[config.mk]
export PLATFORM = sky130hd
export DESIGN_NAME = if_fetch_stage
export DESIGN_NICKNAME = d
export VERILOG_FILES = /design/src/rtl/if_fetch_stage.sv
export SDC_FILE = /design/constraint.sdc
export NUM_CORES = 1
export LEC_CHECK = 0
export ABC_CLOCK_PERIOD_IN_PS = 1600
export BUFFER_PORTS_ARGS = -buffer_cell sky130_fd_sc_hd__buf_2
export CAP_MARGIN = 20
export CORE_MARGIN = 5
export CORE_UTILIZATION = 49
export CTS_BUF_LIST = sky130_fd_sc_hd__clkbuf_8
export DETAILED_ROUTE_END_ITERATION = 8
export GPL_ROUTABILITY_DRIVEN = 0
export PLACE_DENSITY = 0.76
export SKIP_LAST_GASP = 1
export SLEW_MARGIN = 20
export SYNTH_ARGS = -nofsm -noshare
export SYNTH_HDL_FRONTEND = slang
export SYNTH_SLANG_ARGS = --single-unit
[constraint.sdc]
create_clock -name clk -period 1.6 [get_ports clk]
set_input_delay 0.16 -clock clk [delete_from_list [all_inputs] [get_ports clk]]
set_output_delay 0.16 -clock clk [all_outputs]
set_load 0.005 [all_outputs]
[src/rtl/if_fetch_stage.sv]
// if_fetch_stage: owns the fetch PC, keeps one instruction-memory request in flight
// and presents the buffered word to IF/ID, or NOP when nothing valid is held.
module if_fetch_stage #(
   parameter logic [31:0] RESET_PC = 32'h0000_0000,
   parameter logic [31:0] NOP_INST = 32'h0000_0013
) (
   input  logic        clk,
   input  logic        rst,
   input  logic        stall,
   input  logic        redirect,
   input  logic [31:0] redirect_pc,
   output logic        imem_req,
   output logic [31:0] imem_addr,
   input  logic        imem_gnt,
   input  logic        imem_rvalid,
   input  logic [31:0] imem_rdata,
   output logic [31:0] inst,
   output logic [31:0] pc,
   output logic        inst_valid
);
   typedef enum logic [1:0] {IDLE, WAIT, FULL} state_e;
   state_e      state_q, state_d;
   logic [31:0] pc_q, pc_d, req_pc_q, req_pc_d, inst_buf_q, inst_buf_d, buf_pc_q, buf_pc_d;
   logic        kill_q, kill_d, full, rsp;
   assign full       = state_q == FULL;
   assign rsp        = state_q == WAIT && imem_rvalid;
   assign imem_req   = rst && !redirect && (state_q == IDLE || (full && !stall));
   assign imem_addr  = pc_q;
   assign inst       = full ? inst_buf_q : NOP_INST;
   assign pc         = full ? buf_pc_q : '0;
   assign inst_valid = full;
   always_comb begin
      state_d    = state_q;
      pc_d       = pc_q;
      req_pc_d   = req_pc_q;
      inst_buf_d = inst_buf_q;
      buf_pc_d   = buf_pc_q;
      kill_d     = rsp ? 1'b0 : kill_q;
      // a redirect with a request still in flight keeps waiting but poisons that response
      if (redirect) begin
         pc_d    = {redirect_pc[31:2], 2'b00};
         kill_d  = state_q == WAIT && !imem_rvalid;
         state_d = (state_q == WAIT && !imem_rvalid) ? WAIT : IDLE;
      end else if (imem_req && imem_gnt) begin
         req_pc_d = pc_q;
         pc_d     = pc_q + 32'd4;
         state_d  = WAIT;
      end else if (full && !stall) begin
         state_d = IDLE;
      end else if (rsp) begin
         state_d    = kill_q ? IDLE : FULL;
         inst_buf_d = imem_rdata;
         buf_pc_d   = req_pc_q;
      end
   end
   always_ff @(posedge clk or negedge rst) begin
      if (!rst) begin
         state_q    <= IDLE;
         pc_q       <= RESET_PC;
         req_pc_q   <= '0;
         inst_buf_q <= '0;
         buf_pc_q   <= '0;
         kill_q     <= 1'b0;
      end else begin
         state_q    <= state_d;
         pc_q       <= pc_d;
         req_pc_q   <= req_pc_d;
         inst_buf_q <= inst_buf_d;
         buf_pc_q   <= buf_pc_d;
         kill_q     <= kill_d;
      end
   end
endmodule

**Word-level counts from Yosys, hierarchy flattened**

Cells that the tools add are included.

- Word-level logic and storage cells: 40
- Output and inout bits: 98
- Bits of input ports: 70
- Flip-flop bits (word level): 131

- Reduce and logical (&&, ||, !) cells: 16
- Bitwise gates (word level): 3
- Equality and inequality tests: 2
- Mux-type cells: 12
- $add $sub $neg: 1

Operators with widths:

| operator | count |
|---|---|
| 32-bit two-way mux | 4 |
| 32-bit by 3-bit adder with 32-bit output, second input constant | 1 |
| 2-bit two-way mux | 5 |
| 1-bit logical AND | 6 |
| 4-bit AND reduction | 1 |
| 2-bit nonzero test | 2 |
| 4-bit nonzero test | 1 |
| 1-bit zero test | 3 |
| 1-bit two-way mux | 3 |
| 1-bit NOT | 3 |
| 2-bit by 1-bit == test with 1-bit output, second input constant | 1 |
| 2-bit == test, second input constant | 1 |
| 2-bit zero test | 1 |
| 2-bit AND reduction | 1 |
| 1-bit logical OR | 1 |

**Longest topological paths before layout**

- Depth after elaboration: 7
- Depth in mapped cells: 7
- Depth with buffers taken out: 6

**Worst setup path before layout**

Ideal clock, no wire load.

- Path type: register to register
- From: register pc_q[2] (netlist: imem_addr[2])
- To: register pc_q[30] (netlist: imem_addr[30])
- Data arrival time: 1.675 ns
- Path buffers: 0
- Library setup time: 0.131 ns
- Clock period less this slack: 1.807 ns
- Stages on the path, launching flop included: 7
- Data required time: 1.469 ns
- Path slack: -0.207 ns
- Cells stage by stage: dfrtp_1 > ha_1 > and4_1 > and3_1 > nand3_1 > nor2b_1 > or3_1

- Longest elaborated chain between the ends: 3

Ends and longest elaborated chain:

| what | RTL line | text |
|---|---|---|
| start, declared | 23 | `logic [31:0] pc_q, pc_d, req_pc_q, req_pc_d, inst_buf_q, inst_buf_d, buf_pc_q, buf_pc_d;` |
| start signal, assigned | 66 | `pc_q <= pc_d;` |
| 32-bit by 3-bit adder with 32-bit output | 46 | `pc_d = pc_q + 32'd4;` |
| 32-bit two-way mux | 44 | `end else if (imem_req && imem_gnt) begin` |
| 32-bit two-way mux | 40 | `if (redirect) begin` |

No other way between the ends. The select of a mux whose other input is x is not followed.
A chain may end at the register's enable or synchronous reset.

**Worst setup path after layout**

- From: register state_q[1]
- To: register inst_buf_q[13]

- Longest elaborated chain between the ends: 7
- Elaborated cells between the ends (all ways): 11
- Classes of those cells: 2 x eq/ne; 2 x bitwise; 7 x reduce/logical

Ends and longest elaborated chain:

| what | RTL line | text |
|---|---|---|
| start, declared | 22 | `state_e state_q, state_d;` |
| start signal, assigned | 65 | `state_q <= state_d;` |
| 2-bit == test | 25 | `assign full = state_q == FULL;` |
| 1-bit logical AND | 27, 48 |  |
| 1-bit logical OR | 27 | `assign imem_req = rst && !redirect && (state_q == IDLE \|\| (full && !stall));` |
| 1-bit logical AND | 27 |  |
| 1-bit logical AND | 44 |  |
| 1-bit NOT (no source line) | n/a |  |
| 4-bit AND reduction (no source line) (*) | n/a |  |
| end signal, assigned | 68 | `inst_buf_q <= inst_buf_d;` |
| end, declared | 23 |  |

Every way passes the cells marked *; elsewhere a longest branch is shown, timed or not.

==> results.cfg <==
[timing]
finalSetupViolations = 166
rsz0062_at_grt = true
holdWs_ns = 0.0107
fmax_mhz = 520
timing.final.crit_share_pct = 120
tightestPinTransition_ns = 0.594
slew-limit-headroom_pct = 60.4
final-hold-violation-count = 0
fin_ws_ns = -0.323
setup_tns_ns = -33.66
fin_skew_ns = 0.0151
min_period_ns = 1.92
drv_slew = 0

[logic_synthesis]
yosysTopAreaCell = dfrtp_1
synth_warnings = 0
synth_top_flop_cell = dfrtp_1
syn_inst = 568
syn-cell-area_sq_um = 5880
async_flop_share_pct = 100
ys_types = 43
ys_top_cells_by_count = dfrtp_1 (125), nand2_1 (119), and2_1 (64)
synth_edf_count = 0
yosysMostFrequentCell = dfrtp_1
avgSynthCellArea_sq_um = 10.3
yosysSeqAreaShare_pct = 53.2
synth_top_area_share_pct = 53.2
ys_top_cells_by_area = dfrtp_1 (53%), mux2_2 (11%), nand2_1 (7.6%)
ys_seq_elements = 125

[cells_and_area]
utilization_pct = 79.8
fillers = 612
drive_above_1_share_pct = 48.9
finish.net_count = 963
layout-area-overhead-vs-synth_pct = 61.2
antenna_cells = 0
finalInstanceArea_sq_um = 9470

[global_routing]
grt_max_degree = 115
grt_pass1_vias = 5917
grt_pass1_wl_mm = 31.3
grt_overflow = 0
track_usage_pct = 27.6
antenna_found_initial = 0

[cts]
clkTransAtPathRegs_ns = 0.08
cts.sinks = 125
h-tree-depth = 4
cts_buffers = 17
clock_latency_ns = 0.45
clock_path_buffers = 2
cts-root-buf = clkbuf_8
cts_tree = yes

[worst_setup_path]
rr_endpoint = inst_buf_q[13]$_DFFE_PN0P_
endpoint = inst_buf_q[13]$_DFFE_PN0P_
worstPathRequired_ns = 1.92
critPathLaunch = state_q[1]$_DFFE_PN0P_
endpoint_kind = flop
reg2reg_from = state_q[1]$_DFFE_PN0P_
cp.arrival_ns = 2.24
rrSetupSlack_ns = -0.32
cp_num_buf_inv = 3
path_cells = buf_6, a21oi_4, nand4_1, and4_4, buf_12, clkbuf_16, mux2_2
critPathTopFamily = simple AND/OR/NAND/NOR gates
max_stage_delay_ns = 0.39
cp-start-kind = flop
cp_slowest_cell = dfrtp_1
ff2ff_path_depth = 7
worst-path-stages = 7
crit_type = flop to flop
critPathMaxFanout = 6

[routing]
drc = 0
ant_nets = 0
wire_per_inst_microns = 21.5
vias = 6165
drt-total-wl_mm = 22.5
vias_per_cell = 5.88
firstDrtPassIters = 6
drt_iter0_drc = 855

[placed_design]
place_area_sq_um = 7380
port_buffers = 161
dp_hpwl_mm = 11.5

[power_and_ir_drop]
clockPowerShare_pct = 28.9
intPower_mw = 6.91
seq_power_share_pct = 47.5
power.share.combinational_pct = 23.6
p_total_mw = 9.63
p_leak_nw = 4.75
p_sw_mw = 2.72
powerDensity_nw_per_um2 = 1020
switching_share_pct = 28.3
ir_drop_v = 0.000576

[outcome]
outcome = complete, but fails checks
violations = negative setup slack

[floorplanning]
dieArea_sq_um = 14300
core_sq_um = 11900
die_h_microns = 120
rows = 40
die_w_microns = 120
io_pins = 168
start_util_pct = 49.5

[worst_hold_path]
hold_path.startpoint = redirect_pc[13]
hold_path.class = input port to flop

[flow_run]
cap_violations = 0
-- tightest hold or removal path: cells and delay by family --
| family | cells | cell delay [ns] |
|---|---|---|
| buffers and inverters | 1 | 0.09 |
| and+or+nand+nor | 1 | 0.09 |
| AOI/OAI and AO/OA | 1 | 0.08 |
-- metal layers --
metal	share of wire (%)	global-route usage (%)	vias up
met2	50	46.2	465
met1	36	34.7	2976
li1	-	-	2598
met4	5.7	10.8	0
met5	0	0	-
met3	9.2	6.88	126
-- flip-flops by register name, indices dropped and copies added, names as in the netlist --
register and flops:
kill_q 1, state_q 2, imem_addr 30, buf_pc_q 30, req_pc_q 30, inst_buf_q 32
-- per-stage QoR --
stage	cells	setup WS, ns
4_1_cts	1036	-0.190
6_report	1049	-0.323
5_1_grt	1049	-0.349
2_1_floorplan	571	-0.0267
3_5_place_dp	912	-0.177
3_3_place_gp	912	-0.0917
-- placed cells by master (no fill, tap or decap), types with 15 or more instances in the layout --
master	synthesis	layout
buf_6	0	37
buf_4	4	73
nand4_1	15	15
buf_2	10	143
dlygate4sd3_1	0	60
dfrtp_1	125	118
and2_4	0	19
nand3_1	25	18
clkbuf_8	0	19
mux2_2	57	55
nand2_1	119	111
and2_1	64	45
-- power groups by stage --
stage	clock (mW)	combinational [mW]	sequential, mW
final	2.78	2.27	4.57
after CTS	2.80	2.04	4.50
after global routing	2.99	2.44	4.66
after floorplan	0	1.04	4.45
after global placement	0	1.67	4.48
after detailed placement	0	1.76	4.55
-- what timing repair did --
item | 4_1_cts | 5_1_grt
endpoints found under the setup margin | 147 | 186
hold endpoints to repair | 184 | 0
pin swaps | 28 | 33
gates cloned | 6 | 6
gates resized for setup | 63 | 89
buffers inserted | 31 | 11
hold buffers | 60 | 0
-- worst min-delay path by stage --
stage                                      to  slack, ns  depth (start not counted)
floorplan            buf_pc_q[10]$_DFFE_PN0P_      -0.14                          0
global placement       state_q[0]$_DFFE_PN0P_       0.16                          2
detailed placement     state_q[1]$_DFFE_PN0P_       0.16                          2
CTS                 imem_addr[18]$_DFFE_PN0P_      0.003                          3
global route        imem_addr[13]$_DFFE_PN0P_       0.03                          3
finish              imem_addr[13]$_DFFE_PN0P_       0.01                          3
-- kinds of logic after synthesis --
family	after synthesis	share of synthesized area, %
XOR/XNOR	7	1.04
adder cells (fa/ha/maj)	1	0.213
multiplexers	69	13.1
buffers and inverters	40	3.02
AO/OA/AOI/OAI	53	5.83
other	1	0.0638
AND/OR/NAND/NOR	272	23.5
flip-flops	125	53.2
-- layout make-up --
| cell class | instances | area (sq um) | area share [%] |
|---|---|---|---|
| sequential | 125 | 3140 | 33.1 |
| multi-input combinational | 406 | 2920 | 30.9 |
| timing repair buffer | 338 | 2820 | 29.8 |
| clock buffer | 19 | 262 | 2.76 |
| tap | 147 | 184 | 1.94 |
| clock inverter | 10 | 128 | 1.35 |
| inverter | 4 | 15.0 | 0.159 |
No activity file was read; power rests on OpenSTA's default activity.
